===== src/rtl/seq_divider_pkg.sv =====
// Shared types for the iterative restoring divider.
// Holds the FSM state enum and its encoding width.
package seq_divider_pkg;

  localparam int STATE_W = 2;

  typedef enum logic [STATE_W-1:0] {
    IDLE = 2'd0,
    CALC = 2'd1,
    FIX  = 2'd2,
    DONE = 2'd3
  } state_t;

endpackage


===== src/rtl/seq_divider_div_step.sv =====
// One combinational restoring-division iteration.
// Ports: rem_acc/dvd_msb/dvsor in; rem_next, qbit out.
module div_step
  import seq_divider_pkg::*;
#(
  parameter int WIDTH = 32
) (
  input  logic [WIDTH-1:0] rem_acc,
  input  logic             dvd_msb,
  input  logic [WIDTH-1:0] dvsor,
  output logic [WIDTH-1:0] rem_next,
  output logic             qbit
);

  logic [WIDTH:0]   shifted;
  logic [WIDTH+1:0] diff;

  assign shifted = {rem_acc, dvd_msb};
  // Extra top bit acts as the borrow of the trial subtract.
  assign diff = {1'b0, shifted} - {2'b00, dvsor};
  assign qbit = ~diff[WIDTH+1];
  // rem_acc < dvsor always, so a kept difference fits WIDTH bits.
  assign rem_next = qbit ? diff[WIDTH-1:0] : shifted[WIDTH-1:0];

endmodule


===== src/rtl/seq_divider.sv =====
// Iterative restoring divider, one quotient bit per clock.
// Ports: clk, reset, in_valid/in_ready, dvdend, dvsor,
// out_valid/out_ready, quot, rem, div0.
// Define SEQ_DIVIDER_SIGNED_EN for two's-complement operands.
module seq_divider
  import seq_divider_pkg::*;
#(
  parameter int WIDTH = 32
) (
  input  logic             clk,
  input  logic             reset,
  input  logic             in_valid,
  output logic             in_ready,
  input  logic [WIDTH-1:0] dvdend,
  input  logic [WIDTH-1:0] dvsor,
  output logic             out_valid,
  input  logic             out_ready,
  output logic [WIDTH-1:0] quot,
  output logic [WIDTH-1:0] rem,
  output logic             div0
);

  localparam int CNT_W = $clog2(WIDTH + 1);

  state_t           state;
  logic [CNT_W-1:0] cnt;
  logic [WIDTH-1:0] dvd;
  logic [WIDTH-1:0] dvs;
  logic [WIDTH-1:0] acc;
  logic [WIDTH-1:0] acc_nxt;
  logic             qbit;
  logic             last;

  div_step #(
    .WIDTH(WIDTH)
  ) u_step (
    .rem_acc (acc),
    .dvd_msb (dvd[WIDTH-1]),
    .dvsor   (dvs),
    .rem_next(acc_nxt),
    .qbit    (qbit)
  );

  assign last = (cnt == CNT_W'(WIDTH - 1));

`ifdef SEQ_DIVIDER_SIGNED_EN
  logic             neg_q;
  logic             neg_r;
  logic [WIDTH-1:0] dvd_mag;
  logic [WIDTH-1:0] dvs_mag;

  assign dvd_mag = dvdend[WIDTH-1] ? -dvdend : dvdend;
  assign dvs_mag = dvsor[WIDTH-1] ? -dvsor : dvsor;
`endif

  always_ff @(posedge clk or posedge reset) begin
    if (reset) begin
      state     <= IDLE;
      cnt       <= '0;
      dvd       <= '0;
      dvs       <= '0;
      acc       <= '0;
      in_ready  <= 1'b1;
      out_valid <= 1'b0;
      quot      <= '0;
      rem       <= '0;
      div0      <= 1'b0;
`ifdef SEQ_DIVIDER_SIGNED_EN
      neg_q     <= 1'b0;
      neg_r     <= 1'b0;
`endif
    end else begin
      unique case (state)
        IDLE: begin
          if (in_valid) begin
            in_ready <= 1'b0;
            acc      <= '0;
            cnt      <= '0;
            if (dvsor == '0) begin
              quot  <= '1;
              rem   <= dvdend;
              div0  <= 1'b1;
              state <= DONE;
            end else begin
              div0  <= 1'b0;
              state <= CALC;
`ifdef SEQ_DIVIDER_SIGNED_EN
              dvd   <= dvd_mag;
              dvs   <= dvs_mag;
              neg_q <= dvdend[WIDTH-1] ^ dvsor[WIDTH-1];
              neg_r <= dvdend[WIDTH-1];
`else
              dvd   <= dvdend;
              dvs   <= dvsor;
`endif
            end
          end
        end
        CALC: begin
          // Quotient bits fill dvd from the bottom as it drains.
          dvd <= {dvd[WIDTH-2:0], qbit};
          acc <= acc_nxt;
          cnt <= cnt + 1'b1;
          if (last) begin
            quot <= {dvd[WIDTH-2:0], qbit};
            rem  <= acc_nxt;
`ifdef SEQ_DIVIDER_SIGNED_EN
            state <= FIX;
`else
            state <= DONE;
`endif
          end
        end
        FIX: begin
`ifdef SEQ_DIVIDER_SIGNED_EN
          if (neg_q) quot <= -quot;
          if (neg_r) rem <= -rem;
`endif
          state <= DONE;
        end
        DONE: begin
          // Results land on entry; valid rises one clock later.
          if (!out_valid) begin
            out_valid <= 1'b1;
          end else if (out_ready) begin
            out_valid <= 1'b0;
            in_ready  <= 1'b1;
            state     <= IDLE;
          end
        end
        default: state <= IDLE;
      endcase
    end
  end

endmodule


===== config.mk =====
export PLATFORM = sky130hd
export DESIGN_NAME = seq_divider
export DESIGN_NICKNAME = d
export VERILOG_FILES = /design/src/rtl/seq_divider_pkg.sv /design/src/rtl/seq_divider_div_step.sv /design/src/rtl/seq_divider.sv
export SDC_FILE = /design/constraint.sdc
export NUM_CORES = 1
export LEC_CHECK = 0
export CAP_MARGIN = 20
export CELL_PAD_IN_SITES_DETAIL_PLACEMENT = 1
export CELL_PAD_IN_SITES_GLOBAL_PLACEMENT = 2
export CORE_MARGIN = 8
export CORE_UTILIZATION = 38
export DETAILED_ROUTE_END_ITERATION = 10
export GPL_ROUTABILITY_DRIVEN = 1
export HOLD_SLACK_MARGIN = 0.03
export PLACE_DENSITY = 0.9
export SYNTH_ARGS = -nofsm -noshare
export SYNTH_HDL_FRONTEND = slang
export SYNTH_HIERARCHICAL = 1
export SYNTH_SLANG_ARGS = --single-unit

===== constraint.sdc =====
create_clock -name clk -period 12.7 [get_ports clk]
set_clock_uncertainty 0.2 [all_clocks]
set_input_delay 3.81 -clock clk [delete_from_list [all_inputs] [get_ports clk]]
set_output_delay 3.81 -clock clk [all_outputs]
set_load 0.005 [all_outputs]

* Word-level counts from Yosys, hierarchy flattened *
Index checks and enable logic that the tools add are counted.

storage, ports and cells
  flip-flop bits (word level) = 171

operators by class
  muxes and demuxes = 29
  equality and inequality tests = 10
  bitwise logic cells = 2
  add/subtract/negate cells = 2
  reduce and logical (&&, ||, !) cells = 11

operators by type and width
  cell                   count
  $mux W32               10
  $pmux W32 S2           4
  $sub A33 B32 Y34       1
  $logic_not A32 Y1      1
  $ne A2 B2 Y1 const B   6
  $pmux W6 S2            1
  $reduce_and A4 Y1      3
  $mux W2                5
  $pmux W2 S4            1
  $add A6 B1 Y6 const B  1
  $eq A6 B5 Y1 const B   1
  $mux W1                6
  $mux W6                1
  $reduce_and A3 Y1      2
  $eq A2 B2 Y1 const B   2
  $reduce_and A2 Y1      2
  $reduce_bool A2 Y1     2
  $eq A2 B1 Y1 const B   1
  $logic_not A2 Y1       1
  $not A1 Y1             2
  $pmux W1 S2            1

* Logic depth before layout (Yosys ltp) *
Gate-level depths: netlist (run 1).

  depth in word-level cells = 4
  depth in mapped cells = 16

* Hierarchy *
The synthesis (run 1) kept the hierarchy.

by module, submodules not included
  module       seq. area each (um2)  times used  area an instance (um2)  cells each
  seq_divider  4,280.4               1           10,301.1                1,096
  div_step     0.0                   1           2,429.8                 373

* Worst setup path before layout (run 1) *
Ideal clock, no wire load.

  path kind = in2reg
  start = in dvsor[0]
  end = reg dvs[12]
  arrival time = 5.040 ns
  buffers on the path = 2
  cell stages on the path = 6
  path slack = 7.333 ns
  setup time = 0.127 ns
  data required time = 12.373 ns
  cells stage by stage = nor4_1 > nand4_1 > o21ai_1 > buf_4 > buf_6 > mux2_1

on the way
  longest elaborated chain between the ends = 3

ends and longest elaborated chain
  item                                line               source
  from (decl)                         seq_divider.sv:15  input logic [WIDTH-1:0] dvsor,
  $logic_not A32 Y1                   seq_divider.sv:79  if (dvsor == '0) begin
  $not A1 Y1 (no source line)         -
  $reduce_and A3 Y1 (no source line)  -
  to (signal assigned)                seq_divider.sv:94  dvs <= dvsor;
  to (decl)                           seq_divider.sv:28  logic [WIDTH-1:0] dvs;

No other way between the ends.
A chain may end at the register's enable or synchronous reset.

* Final worst setup path (run 1) *
  start = in dvsor[21]
  end = reg dvd[21]

on the way
  longest elaborated chain between the ends = 3

ends and longest elaborated chain
  item                                line                source
  $logic_not A32 Y1                   seq_divider.sv:79
  $ne A2 B2 Y1 (no source line)       -
  $reduce_and A3 Y1 (no source line)  -
  to (signal assigned)                seq_divider.sv:93   dvd <= dvdend;
  to (signal assigned)                seq_divider.sv:101  dvd <= {dvd[WIDTH-2:0], qbit};
  to (decl)                           seq_divider.sv:27   logic [WIDTH-1:0] dvd;

No other way between the ends.

==> metrics.txt, run 1 <==
# TYPE chip_impl_metric gauge
chip_impl_metric{name="coreArea",unit="sq um"} 33300
chip_impl_info{name="cts.root.buffer_cell",value="sky130_fd_sc_hd__clkbuf_16"} 1
chip_impl_metric{name="grt_max_degree",unit=""} 103
chip_impl_metric{name="min_delay_path_depth",unit=""} 1
chip_impl_metric{name="die_w",unit="um"} 199
chip_impl_metric{name="cts.path.max_buffers",unit=""} 2
chip_impl_metric{name="route.final.wire_length",unit="um"} 45100
chip_impl_metric{name="grt_usage",unit="%"} 22.8
chip_impl_info{name="grt_setup_unrepaired",value="false"} 1
chip_impl_info{name="most_repeated_library_cell_on_the_critical_path",value="sky130_fd_sc_hd__buf_4"} 1
chip_impl_info{name="cp-endpoint",value="dvd[21]"} 1
chip_impl_metric{name="initial_utilization",unit="%"} 38.3
chip_impl_metric{name="row_count",unit=""} 67
chip_impl_metric{name="cell_count_after_placement",unit=""} 1928
chip_impl_metric{name="min_period",unit="ps"} 6930
chip_impl_info{name="yosys_top_cell_by_area",value="sky130_fd_sc_hd__dfrtp_1"} 1
chip_impl_metric{name="overflow_after_grt",unit=""} 0
chip_impl_info{name="cp_launch_point",value="dvsor[21]"} 1
chip_impl_metric{name="cts_bufs_inserted",unit=""} 17
chip_impl_metric{name="setup_viol_count_final",unit=""} 0
chip_impl_metric{name="globalRouteMet3Util",unit="%"} 3.49
chip_impl_info{name="crit-reg2reg-capture",value="rem[29]"} 1
chip_impl_metric{name="grt_antenna_before_repair",unit=""} 0
chip_impl_metric{name="yosysTopAreaCellShare",unit="%"} 33.4
chip_impl_metric{name="finish.utilization",unit="%"} 44.6
chip_impl_metric{name="timing.critical_path.fanout_max",unit=""} 66
chip_impl_info{name="crit_path_cell_trace",value="clkdlybuf4s50_1 > nor4_1 > and4_2 > buf_4 > a31oi_2 > buf_4 > a22oi_1"} 1
chip_impl_metric{name="max_cap_viol_count",unit=""} 0
chip_impl_metric{name="post-route-worst-setup-slack",unit="ps"} 5770
chip_impl_metric{name="headroom_to_the_max_slew_limit",unit="%"} 25.4
chip_impl_metric{name="clkLatencyLatePin",unit="ps"} 450
chip_impl_metric{name="synth_edf_count",unit=""} 0
chip_impl_info{name="crit_slowest_cell",value="sky130_fd_sc_hd__nor4_1"} 1
chip_impl_metric{name="via_per_inst",unit=""} 6.09
chip_impl_metric{name="worst_pin_slew",unit="ps"} 1120
chip_impl_info{name="cp_top_family",value="buffers and inverters"} 1
chip_impl_metric{name="detailedPlacementHpwl",unit="um"} 29700
chip_impl_metric{name="power.ir.vdd_worst",unit="V"} 0.000174
chip_impl_metric{name="report.power.total",unit="W"} 0.00474
chip_impl_metric{name="hold_buffers",unit=""} 0
chip_impl_info{name="worst-setup-path-type",value="in2reg"} 1
chip_impl_metric{name="worst-endpoint-required",unit="ps"} 12860
chip_impl_metric{name="postCtsResizedCells",unit=""} 0
chip_impl_info{name="crit_path_end_kind",value="flip-flop"} 1
chip_impl_metric{name="synthDistinctLibCells",unit=""} 73
chip_impl_metric{name="dp_slack",unit="ps"} 5320
chip_impl_metric{name="layout.area.seq",unit="sq um"} 4280
chip_impl_info{name="netlist_top_cells_count",value="sky130_fd_sc_hd__nor2_1, sky130_fd_sc_hd__dfrtp_1, sky130_fd_sc_hd__clkbuf_1"} 1
chip_impl_metric{name="drt-pass1-iter-count",unit=""} 5
chip_impl_metric{name="syn_to_layout_area_delta",unit="%"} 16.7
chip_impl_info{name="worst_reg2reg_path_startpoint",value="dvs[4]"} 1
chip_impl_metric{name="leakage",unit="nW"} 6.05
chip_impl_metric{name="die_height",unit="um"} 199
chip_impl_info{name="status",value="finished clean"} 1
chip_impl_metric{name="timing.critical_path.arrival",unit="ps"} 7080
chip_impl_info{name="synth_most_common_cell",value="sky130_fd_sc_hd__nor2_1"} 1
chip_impl_info{name="holdCritPathClass",value="reg2reg"} 1
chip_impl_info{name="grt-busiest-layer",value="met2"} 1
chip_impl_metric{name="mappedNetlistArea",unit="sq um"} 12700
chip_impl_metric{name="antenna_cells_inserted",unit=""} 0
chip_impl_metric{name="i_o_pins",unit=""} 135
chip_impl_metric{name="timing.final.hold_violations",unit=""} 0
chip_impl_metric{name="drtAntennaViolNets",unit=""} 0
chip_impl_info{name="cp-start-kind",value="primary input"} 1
chip_impl_metric{name="drv_slew",unit=""} 0
chip_impl_info{name="synth_top_cells_by_area",value="sky130_fd_sc_hd__dfrtp_1, sky130_fd_sc_hd__nor2_1, sky130_fd_sc_hd__mux2i_1"} 1
chip_impl_metric{name="htree_num_levels",unit=""} 4
chip_impl_metric{name="design.die.area",unit="sq um"} 39600
chip_impl_metric{name="drc",unit=""} 0
chip_impl_metric{name="multi_input_area",unit="sq um"} 7720
chip_impl_metric{name="fin_setup_tns",unit="ps"} 0
chip_impl_metric{name="grtUsageMet1",unit="%"} 30.4
chip_impl_metric{name="final_cells",unit=""} 1960
chip_impl_metric{name="dr_total_vias",unit=""} 11900
chip_impl_metric{name="finalCritPeriodShare",unit="%"} 54.5
chip_impl_metric{name="ys_async_sr_fraction",unit="%"} 100
chip_impl_metric{name="timing.critical_path.buf_inv",unit=""} 3
chip_impl_info{name="dominantRegCellSynth",value="sky130_fd_sc_hd__dfrtp_1"} 1
chip_impl_metric{name="r2r_cells",unit=""} 15
chip_impl_metric{name="maxClockFrequency",unit="GHz"} 0.144
chip_impl_metric{name="crit_cells",unit=""} 7
chip_impl_metric{name="grt_pass1_wl",unit="um"} 71500
chip_impl_metric{name="cellPowerDensity",unit="nW/um^2"} 319
chip_impl_metric{name="synth_warnings",unit=""} 6
chip_impl_metric{name="buffer_ports.inserted",unit=""} 134
chip_impl_metric{name="syn-mean-instance-area",unit="sq um"} 8.67
chip_impl_metric{name="finish.net_count",unit=""} 1605
chip_impl_metric{name="grt.met2_usage",unit="%"} 36.7
chip_impl_metric{name="yosys_register_bits",unit=""} 171
chip_impl_metric{name="clock_sinks",unit=""} 171
chip_impl_metric{name="via_count_of_the_first_global_routing_pass",unit=""} 12300
chip_impl_metric{name="synth_fp_nets",unit=""} 1575
chip_impl_metric{name="clk_pin_slew",unit="ps"} 70
chip_impl_metric{name="slowest_delay",unit="ps"} 690
chip_impl_info{name="cts_tree",value="built"} 1
chip_impl_metric{name="last_weighted_congestion_value_of_the_routability_driven_placer",unit=""} 0.863
chip_impl_metric{name="ff2ff_setup_slack",unit="ps"} 8420
chip_impl_metric{name="detail_route.iter0.violations",unit=""} 854
chip_impl_metric{name="post-cts-setup-buffer-count",unit=""} 0
chip_impl_metric{name="drive_above_1_share",unit="%"} 7.01
chip_impl_metric{name="ys_seq_area_share",unit="%"} 33.6
chip_impl_metric{name="avgRoutedWirePerCell",unit="um"} 23.0
chip_impl_metric{name="nFillCells",unit=""} 3889
chip_impl_metric{name="netlist_instances",unit=""} 1469
-- logic make-up after synthesis --
group / Yosys count / share of synthesized area, %
XOR/XNOR: 24 / 1.65
AND/OR/NAND/NOR: 534 / 20.8
buffers and inverters: 187 / 6.42
adder cells (fa/ha/maj): 38 / 3.79
multiplexers: 107 / 8.86
AO/OA/AOI/OAI: 408 / 24.8
flip-flops: 171 / 33.6
-- per-stage QoR --
step | hold slack [ps] | area, sq um
after floorplan | 264 | 12700
after global placement | 273 | 14200
after detailed placement | 283 | 14200
after CTS | 298 | 14900
after global routing | 310 | 14900
final | 289 | 14900
-- cells in the final DEF (no fill, tap or decap), drive strengths merged, types with 16 or more instances in the layout --
master	n
clkdlybuf4s50	134
nor2	192
ha	37
o211ai	68
mux2i	68
a22o	33
a22oi	32
nand4	70
mux2	39
nand3	74
o211a	64
nand2	58
and2	67
dfrtp	170
clkbuf	20
inv	51
buf	16
nor2b	35
a211oi	69
o21ai	44
a21oi	36
-- worst min path at each step --
stage / startpoint / slack (ps) / end
2_1_floorplan: dvs[10] / 260 / dvs[10]
4_1_cts: dvs[14] / 300 / dvs[14]
6_report: dvs[14] / 290 / dvs[14]
3_3_place_gp: dvs[12] / 270 / dvs[12]
5_1_grt: dvs[9] / 310 / dvs[9]
3_5_place_dp: dvs[14] / 280 / dvs[14]
-- worst register-to-register path: cells and delay by family, from the launching register on --
| family | cells | cell delay (ps) |
|---|---|---|
| multiplexers | 1 | 240 |
| AO/OA/AOI/OAI | 3 | 780 |
| adder cells (fa/ha/maj) | 1 | 420 |
| buffers and inverters | 3 | 850 |
| AND/OR/NAND/NOR | 7 | 1360 |
| flip-flops | 1 | 370 |
-- registers in the layout, summed over array words and instances (netlist names) --
register and count:
rem 32, cnt 6, state 2, quot 32, div0 1, dvs 32, out_valid 1, dvd 32
acc 32, in_ready 1
-- report_power, final --
part	switching [W]	internal, W
Sequential	0.000194	0.000768
Combinational	0.00187	0.00132
Clock	0.000245	0.000347
Total	0.00231	0.00243
-- layer usage --
metal	vias up	wire length [um]
li1	5464	-
met1	6042	20100
met2	354	21500
met3	76	2090
met4	0	1410
met5	-	0
-- cell type report --
type / instances / area share (%)
well taps: 448 / 3.77
inverters: 48 / 1.25
repair buffers: 150 / 9.84
clock buffers: 20 / 3.14
flip-flops and latches: 171 / 28.8
clock inverters: 12 / 1.23
multi-input cells: 1111 / 52.0
(Power assumes the default switching activity.)
==> run 2: changes to the inputs <==
CORE_UTILIZATION = 36   (was 38)
PLACE_DENSITY = 0.86   (was 0.9)
clock period = 6.9 ns   (was 12.7 ns; I/O delays follow)
==> metrics.txt, run 2 (synthesis gave the netlist of run 1 again) <==
# TYPE chip_impl_metric gauge
chip_impl_info{name="status",value="finished clean"} 1
chip_impl_metric{name="grt_pass1_wl",unit="um"} 71800
chip_impl_metric{name="min_delay_path_depth",unit=""} 1
chip_impl_info{name="worst_reg2reg_path_startpoint",value="dvd[31]"} 1
chip_impl_info{name="dr.max_layer_used",value="met4"} 1
chip_impl_metric{name="drt-pass1-iter-count",unit=""} 5
chip_impl_metric{name="min_period",unit="ps"} 4980
chip_impl_info{name="worst-setup-path-type",value="in2reg"} 1
chip_impl_metric{name="clk_pin_slew",unit="ps"} 70
chip_impl_metric{name="i_o_pins",unit=""} 135
chip_impl_metric{name="clkPwrFrac",unit="%"} 11.9
chip_impl_metric{name="die_height",unit="um"} 204
chip_impl_metric{name="m1WireLength",unit="um"} 20700
chip_impl_info{name="mostFrequentLayoutCell",value="sky130_fd_sc_hd__nor2_1"} 1
chip_impl_metric{name="cellInternalPower",unit="W"} 0.00439
chip_impl_info{name="cp-start-kind",value="primary input"} 1
chip_impl_metric{name="drive_above_1_share",unit="%"} 7.07
chip_impl_metric{name="finish.net_count",unit=""} 1607
chip_impl_info{name="grt_setup_unrepaired",value="false"} 1
chip_impl_metric{name="die_w",unit="um"} 204
chip_impl_metric{name="finalCritPeriodShare",unit="%"} 72.1
chip_impl_info{name="holdCritPathClass",value="reg2reg"} 1
chip_impl_info{name="min_to",value="div0"} 1
chip_impl_info{name="crit_path_end_kind",value="flip-flop"} 1
chip_impl_metric{name="avgRoutedWirePerCell",unit="um"} 22.9
chip_impl_metric{name="cellPowerDensity",unit="nW/um^2"} 584
chip_impl_metric{name="drv_slew",unit=""} 0
chip_impl_metric{name="clock_sinks",unit=""} 171
chip_impl_metric{name="design.die.area",unit="sq um"} 41600
chip_impl_metric{name="buffer_ports.inserted",unit=""} 134
chip_impl_metric{name="met3_wirelength",unit="um"} 2000
chip_impl_metric{name="setup_viol_count_final",unit=""} 0
chip_impl_info{name="cts_tree",value="built"} 1
chip_impl_metric{name="clkLatencyLatePin",unit="ps"} 460
chip_impl_metric{name="power.ir.vdd_worst",unit="V"} 0.000247
chip_impl_metric{name="detailedPlacementHpwl",unit="um"} 30000
chip_impl_metric{name="via_per_inst",unit=""} 5.97
chip_impl_info{name="cts.root.buffer_cell",value="sky130_fd_sc_hd__clkbuf_16"} 1
chip_impl_metric{name="route.final.wire_length",unit="um"} 45100
chip_impl_metric{name="drc",unit=""} 0
chip_impl_metric{name="dr_total_vias",unit=""} 11800
chip_impl_metric{name="timing.final.hold_violations",unit=""} 0
chip_impl_metric{name="htree_num_levels",unit=""} 4
chip_impl_metric{name="last_weighted_congestion_value_of_the_routability_driven_placer",unit=""} 0.853
chip_impl_info{name="crit-reg2reg-capture",value="rem[28]"} 1
chip_impl_metric{name="wl_met2",unit="um"} 21200
chip_impl_metric{name="coreArea",unit="sq um"} 35200
chip_impl_metric{name="power.share.sequential",unit="%"} 20.3
chip_impl_metric{name="headroom_to_the_max_slew_limit",unit="%"} 25.5
chip_impl_metric{name="detail_route.iter0.violations",unit=""} 731
chip_impl_metric{name="syn_to_layout_area_delta",unit="%"} 16.6
chip_impl_metric{name="worst-endpoint-required",unit="ps"} 7040
chip_impl_metric{name="worst_pin_slew",unit="ps"} 1120
chip_impl_metric{name="power_frac_comb",unit="%"} 67.7
chip_impl_metric{name="cts_bufs_inserted",unit=""} 17
chip_impl_metric{name="timing.critical_path.arrival",unit="ps"} 5110
chip_impl_metric{name="dp_slack",unit="ps"} 1360
chip_impl_metric{name="post-cts-setup-buffer-count",unit=""} 0
chip_impl_metric{name="power_switching_share",unit="%"} 49.4
chip_impl_info{name="min_from",value="div0"} 1
chip_impl_metric{name="power.net_switching",unit="W"} 0.00428
chip_impl_metric{name="via_count_of_the_first_global_routing_pass",unit=""} 12400
chip_impl_metric{name="grt_usage",unit="%"} 21.5
chip_impl_metric{name="initial_utilization",unit="%"} 36.1
chip_impl_metric{name="antenna_cells_inserted",unit=""} 0
chip_impl_metric{name="max_cap_viol_count",unit=""} 0
chip_impl_metric{name="ff2ff_setup_slack",unit="ps"} 3050
chip_impl_metric{name="hold_buffers",unit=""} 0
chip_impl_metric{name="drtAntennaViolNets",unit=""} 0
chip_impl_metric{name="r2r_cells",unit=""} 15
chip_impl_metric{name="postCtsResizedCells",unit=""} 0
chip_impl_metric{name="fin_setup_tns",unit="ps"} 0
chip_impl_metric{name="cts.path.max_buffers",unit=""} 2
chip_impl_metric{name="grt_max_degree",unit=""} 172
chip_impl_info{name="leading_cell_types_in_the_layout_fill_and_taps_excluded",value="sky130_fd_sc_hd__nor2_1, sky130_fd_sc_hd__dfrtp_1, sky130_fd_sc_hd__clkdlybuf4s50_1"} 1
chip_impl_metric{name="row_count",unit=""} 69
chip_impl_metric{name="maxClockFrequency",unit="GHz"} 0.201
chip_impl_metric{name="grt_antenna_before_repair",unit=""} 0
chip_impl_metric{name="post-route-worst-setup-slack",unit="ps"} 1920
chip_impl_metric{name="overflow_after_grt",unit=""} 0
chip_impl_metric{name="leakage",unit="nW"} 6.04
chip_impl_metric{name="timing.critical_path.fanout_max",unit=""} 65
-- run 2: cell types whose count changed in the layout (fill, tap and decap cells not counted), sizes merged --
cell      delta
bufinv       -2
buf          +2
clkinv       -1
clkinvlp     -1
inv          +6
clkbuf       -2
-- run 2: critical path, cell delays in order --
cell and delay, ps:
sky130_fd_sc_hd__clkdlybuf4s50_1 440, sky130_fd_sc_hd__nor4_1 830, sky130_fd_sc_hd__nand4_1 170, sky130_fd_sc_hd__buf_4 440, sky130_fd_sc_hd__o21ai_4 260, sky130_fd_sc_hd__buf_4 420, sky130_fd_sc_hd__mux2_2 390
-- run 2: how the worst max path moves through the flow --
stage                     endpoint  depth (start not counted)      from
after floorplan             acc[0]                          1     reset
after global placement     dvs[28]                          7  dvsor[3]
after detailed placement   dvs[24]                          7  dvsor[3]
after CTS                  dvs[22]                          7  dvsor[3]
after global routing       dvs[27]                          7  dvsor[3]
final                      dvs[24]                          7  dvsor[3]
-- run 2: metal layers --
layer | track usage (%) | up-vias
met2 | 34.5 | 305
met5 | 0 | -
met1 | 29.0 | 5957
met4 | 8.33 | 0
li1 | - | 5462
met3 | 3.14 | 76
-- run 2: through the flow --
step	util, %	cells	power, W	hold WS (ps)	cell area (sq um)
after floorplan	-	1469	0.00607	264	12700
after global placement	40.4	1943	0.00746	275	14200
after detailed placement	40.4	1943	0.00763	281	14200
after CTS	42.1	1975	0.00870	297	14800
after global routing	42.1	1975	0.00939	321	14800
final	42.1	1975	0.00866	293	14800
-- run 2: layout make-up --
| cell class | count | area (sq um) |
|---|---|---|
| Sequential cell | 171 | 4280 |
| Tap cell | 461 | 577 |
| Timing Repair Buffer | 152 | 1490 |
| Multi-Input combinational cell | 1111 | 7710 |
| Inverter | 48 | 184 |
| Clock buffer | 18 | 429 |
| Fill cell | 4083 | 20400 |
| Clock inverter | 14 | 174 |
-- run 2: power groups by stage --
stage | Sequential, W | Clock, W | Combinational, W
CTS | 0.00176 | 0.00106 | 0.00587
detailed placement | 0.00178 | 0 | 0.00585
global route | 0.00182 | 0.00110 | 0.00647
floorplan | 0.00165 | 0 | 0.00442
global placement | 0.00176 | 0 | 0.00570
finish | 0.00176 | 0.00103 | 0.00587
==> run 3: changes to the inputs <==
clock period = 5.1 ns   (was 6.9 ns; I/O delays follow)
==> metrics.txt, run 3 (synthesis gave the netlist of run 1 again) <==
# TYPE chip_impl_metric gauge
chip_impl_metric{name="clock_sinks",unit=""} 171
chip_impl_metric{name="power.ir.vdd_worst",unit="V"} 0.000507
chip_impl_metric{name="finalCritPeriodShare",unit="%"} 75.5
chip_impl_metric{name="headroom_to_the_max_slew_limit",unit="%"} 35.7
chip_impl_info{name="crit_path_cell_trace",value="clkdlybuf4s50_1 > nor4_1 > nand4_1 > buf_4 > o211ai_1 > nand3_1"} 1
chip_impl_metric{name="drv_slew",unit=""} 0
chip_impl_metric{name="post-route-worst-setup-slack",unit="ps"} 1250
chip_impl_metric{name="design.die.area",unit="sq um"} 41600
chip_impl_info{name="cts_tree",value="built"} 1
chip_impl_metric{name="coreArea",unit="sq um"} 35200
chip_impl_metric{name="cell_count_after_placement",unit=""} 1950
chip_impl_metric{name="finish.instance_area",unit="sq um"} 15000
chip_impl_info{name="worst-setup-path-type",value="in2reg"} 1
chip_impl_metric{name="detailedPlacementHpwl",unit="um"} 31100
chip_impl_metric{name="route.final.wire_length",unit="um"} 45900
chip_impl_info{name="holdCritPathClass",value="reg2reg"} 1
chip_impl_metric{name="clk_pin_slew",unit="ps"} 70
chip_impl_info{name="cp-endpoint",value="quot[23]"} 1
chip_impl_metric{name="avgRoutedWirePerCell",unit="um"} 23.1
chip_impl_metric{name="drive_above_1_share",unit="%"} 7.56
chip_impl_metric{name="layout.area.seq",unit="sq um"} 4280
chip_impl_info{name="status",value="finished clean"} 1
chip_impl_metric{name="drtAntennaViolNets",unit=""} 0
chip_impl_metric{name="fin_setup_tns",unit="ps"} 0
chip_impl_metric{name="drc",unit=""} 0
chip_impl_metric{name="multi_input_area",unit="sq um"} 7710
chip_impl_metric{name="grt_pass1_wl",unit="um"} 72700
chip_impl_metric{name="leakage",unit="nW"} 6.12
chip_impl_metric{name="ff2ff_setup_slack",unit="ps"} 1290
chip_impl_info{name="grt_setup_unrepaired",value="false"} 1
chip_impl_metric{name="die_height",unit="um"} 204
chip_impl_metric{name="last_weighted_congestion_value_of_the_routability_driven_placer",unit=""} 0.853
chip_impl_metric{name="timing.critical_path.fanout_max",unit=""} 64
chip_impl_metric{name="cts.path.max_buffers",unit=""} 2
chip_impl_metric{name="buffer_ports.inserted",unit=""} 134
chip_impl_metric{name="r2r_cells",unit=""} 12
chip_impl_metric{name="timing.critical_path.arrival",unit="ps"} 3970
chip_impl_info{name="cp_top_family",value="simple AND/OR/NAND/NOR gates"} 1
chip_impl_info{name="mostFrequentLayoutCell",value="sky130_fd_sc_hd__nor2_1"} 1
chip_impl_info{name="cp-start-kind",value="primary input"} 1
chip_impl_metric{name="dr_total_vias",unit=""} 11900
chip_impl_metric{name="placed_area",unit="sq um"} 14400
chip_impl_metric{name="row_count",unit=""} 69
chip_impl_metric{name="max_cap_viol_count",unit=""} 0
chip_impl_metric{name="cts_bufs_inserted",unit=""} 17
chip_impl_info{name="crit_slowest_cell",value="sky130_fd_sc_hd__nor4_1"} 1
chip_impl_metric{name="timing.critical_path.buf_inv",unit=""} 2
chip_impl_metric{name="antenna_cells_inserted",unit=""} 0
chip_impl_info{name="leading_cell_types_in_the_layout_fill_and_taps_excluded",value="sky130_fd_sc_hd__nor2_1, sky130_fd_sc_hd__dfrtp_1, sky130_fd_sc_hd__clkdlybuf4s50_1"} 1
chip_impl_metric{name="slowest_delay",unit="ps"} 720
chip_impl_metric{name="worst-endpoint-required",unit="ps"} 5230
chip_impl_metric{name="htree_num_levels",unit=""} 4
chip_impl_metric{name="grt_usage",unit="%"} 21.9
chip_impl_metric{name="die_w",unit="um"} 204
chip_impl_metric{name="setup_viol_count_final",unit=""} 0
chip_impl_metric{name="cellPowerDensity",unit="nW/um^2"} 788
chip_impl_metric{name="detail_route.iter0.violations",unit=""} 869
chip_impl_metric{name="postCtsResizedCells",unit=""} 0
chip_impl_info{name="crit_path_end_kind",value="flip-flop"} 1
chip_impl_metric{name="drt-pass1-iter-count",unit=""} 5
chip_impl_metric{name="worst_pin_slew",unit="ps"} 965
chip_impl_metric{name="crit_cells",unit=""} 6
chip_impl_metric{name="via_per_inst",unit=""} 5.99
chip_impl_metric{name="nFillCells",unit=""} 4072
chip_impl_info{name="crit-reg2reg-capture",value="rem[14]"} 1
chip_impl_metric{name="syn_to_layout_area_delta",unit="%"} 17.9
chip_impl_metric{name="grt_antenna_before_repair",unit=""} 1
chip_impl_metric{name="post-cts-setup-buffer-count",unit=""} 0
chip_impl_metric{name="overflow_after_grt",unit=""} 0
chip_impl_info{name="cts.root.buffer_cell",value="sky130_fd_sc_hd__clkbuf_16"} 1
chip_impl_info{name="worst_reg2reg_path_startpoint",value="acc[7]"} 1
chip_impl_metric{name="dp_slack",unit="ps"} 748
chip_impl_metric{name="maxClockFrequency",unit="GHz"} 0.260
chip_impl_metric{name="grt_max_degree",unit=""} 114
chip_impl_metric{name="timing.final.hold_violations",unit=""} 0
chip_impl_metric{name="finish.net_count",unit=""} 1615
chip_impl_metric{name="initial_utilization",unit="%"} 36.1
chip_impl_info{name="cp_launch_point",value="dvsor[0]"} 1
chip_impl_metric{name="clkLatencyLatePin",unit="ps"} 450
chip_impl_metric{name="via_count_of_the_first_global_routing_pass",unit=""} 12400
chip_impl_metric{name="final_cells",unit=""} 1983
chip_impl_metric{name="min_period",unit="ps"} 3850
chip_impl_metric{name="hold_buffers",unit=""} 0
chip_impl_metric{name="i_o_pins",unit=""} 135
==> run 3: cell count changes in the layout (fill, tap and decap cells not counted) <==
cell | previous run | this run
sky130_fd_sc_hd__clkinv_2 | 0 | 2
sky130_fd_sc_hd__inv_8 | 4 | 1
sky130_fd_sc_hd__buf_4 | 17 | 18
sky130_fd_sc_hd__clkinvlp_4 | 2 | 3
sky130_fd_sc_hd__inv_6 | 6 | 3
sky130_fd_sc_hd__clkbuf_8 | 0 | 2
sky130_fd_sc_hd__bufinv_16 | 2 | 3
sky130_fd_sc_hd__buf_12 | 1 | 7
sky130_fd_sc_hd__buf_16 | 0 | 1
==> run 3: worst min path at each step <==
stage / startpoint / to / slack, ps / cells past startpoint
global route: dvs[8] / dvs[8] / 310 / 1
global placement: dvs[19] / dvs[19] / 280 / 1
finish: dvs[21] / dvs[21] / 290 / 1
floorplan: dvs[10] / dvs[10] / 260 / 1
CTS: dvs[21] / dvs[21] / 300 / 1
detailed placement: dvs[5] / dvs[5] / 280 / 1
==> run 3: final cells by class <==
cell class,count,share of cell area (%)
inverters,48,1.23
clock buffers,20,3.04
repair buffers,160,11.0
flip-flops and latches,171,28.5
well taps,461,3.84
multi-input cells,1111,51.4
clock inverters,12,1.08
==> run 3: worst reg2reg max path, cell delays in order (launching register included) <==
cell and delay, ps:
sky130_fd_sc_hd__dfrtp_1 420, sky130_fd_sc_hd__ha_1 410, sky130_fd_sc_hd__a21oi_1 240, sky130_fd_sc_hd__o21ai_0 190
sky130_fd_sc_hd__a21oi_2 310, sky130_fd_sc_hd__a311oi_2 170, sky130_fd_sc_hd__nor3_4 170, sky130_fd_sc_hd__buf_4 470
sky130_fd_sc_hd__o21ai_0 400, sky130_fd_sc_hd__mux2i_1 280, sky130_fd_sc_hd__nor2_1 70, sky130_fd_sc_hd__a211oi_1 260
sky130_fd_sc_hd__nand3_1 100
==> run 3: metrics by stage <==
step | hold slack [ps] | power [W] | utilization, %
floorplan | 264 | 0.00821 | -
global route | 314 | 0.0128 | 42.6
finish | 290 | 0.0118 | 42.6
detailed placement | 284 | 0.0103 | 40.8
global placement | 276 | 0.0101 | 40.7
CTS | 299 | 0.0118 | 42.5
==> run 3: power by group <==
group	total, W	internal [W]	switching (W)
sequential	0.00239	0.00191	0.000480
clock	0.00143	0.000805	0.000623
combinational	0.00801	0.00333	0.00468
total	0.0118	0.00605	0.00579
==> run 3: routing by layer <==
metal | up-vias | GRT usage, % | part of all wire, %
li1 | 5487 | - | -
met1 | 6008 | 29.4 | 46
met2 | 310 | 34.3 | 45
met3 | 79 | 3.00 | 4.2
met4 | 0 | 10.7 | 4.4
met5 | - | 0 | 0
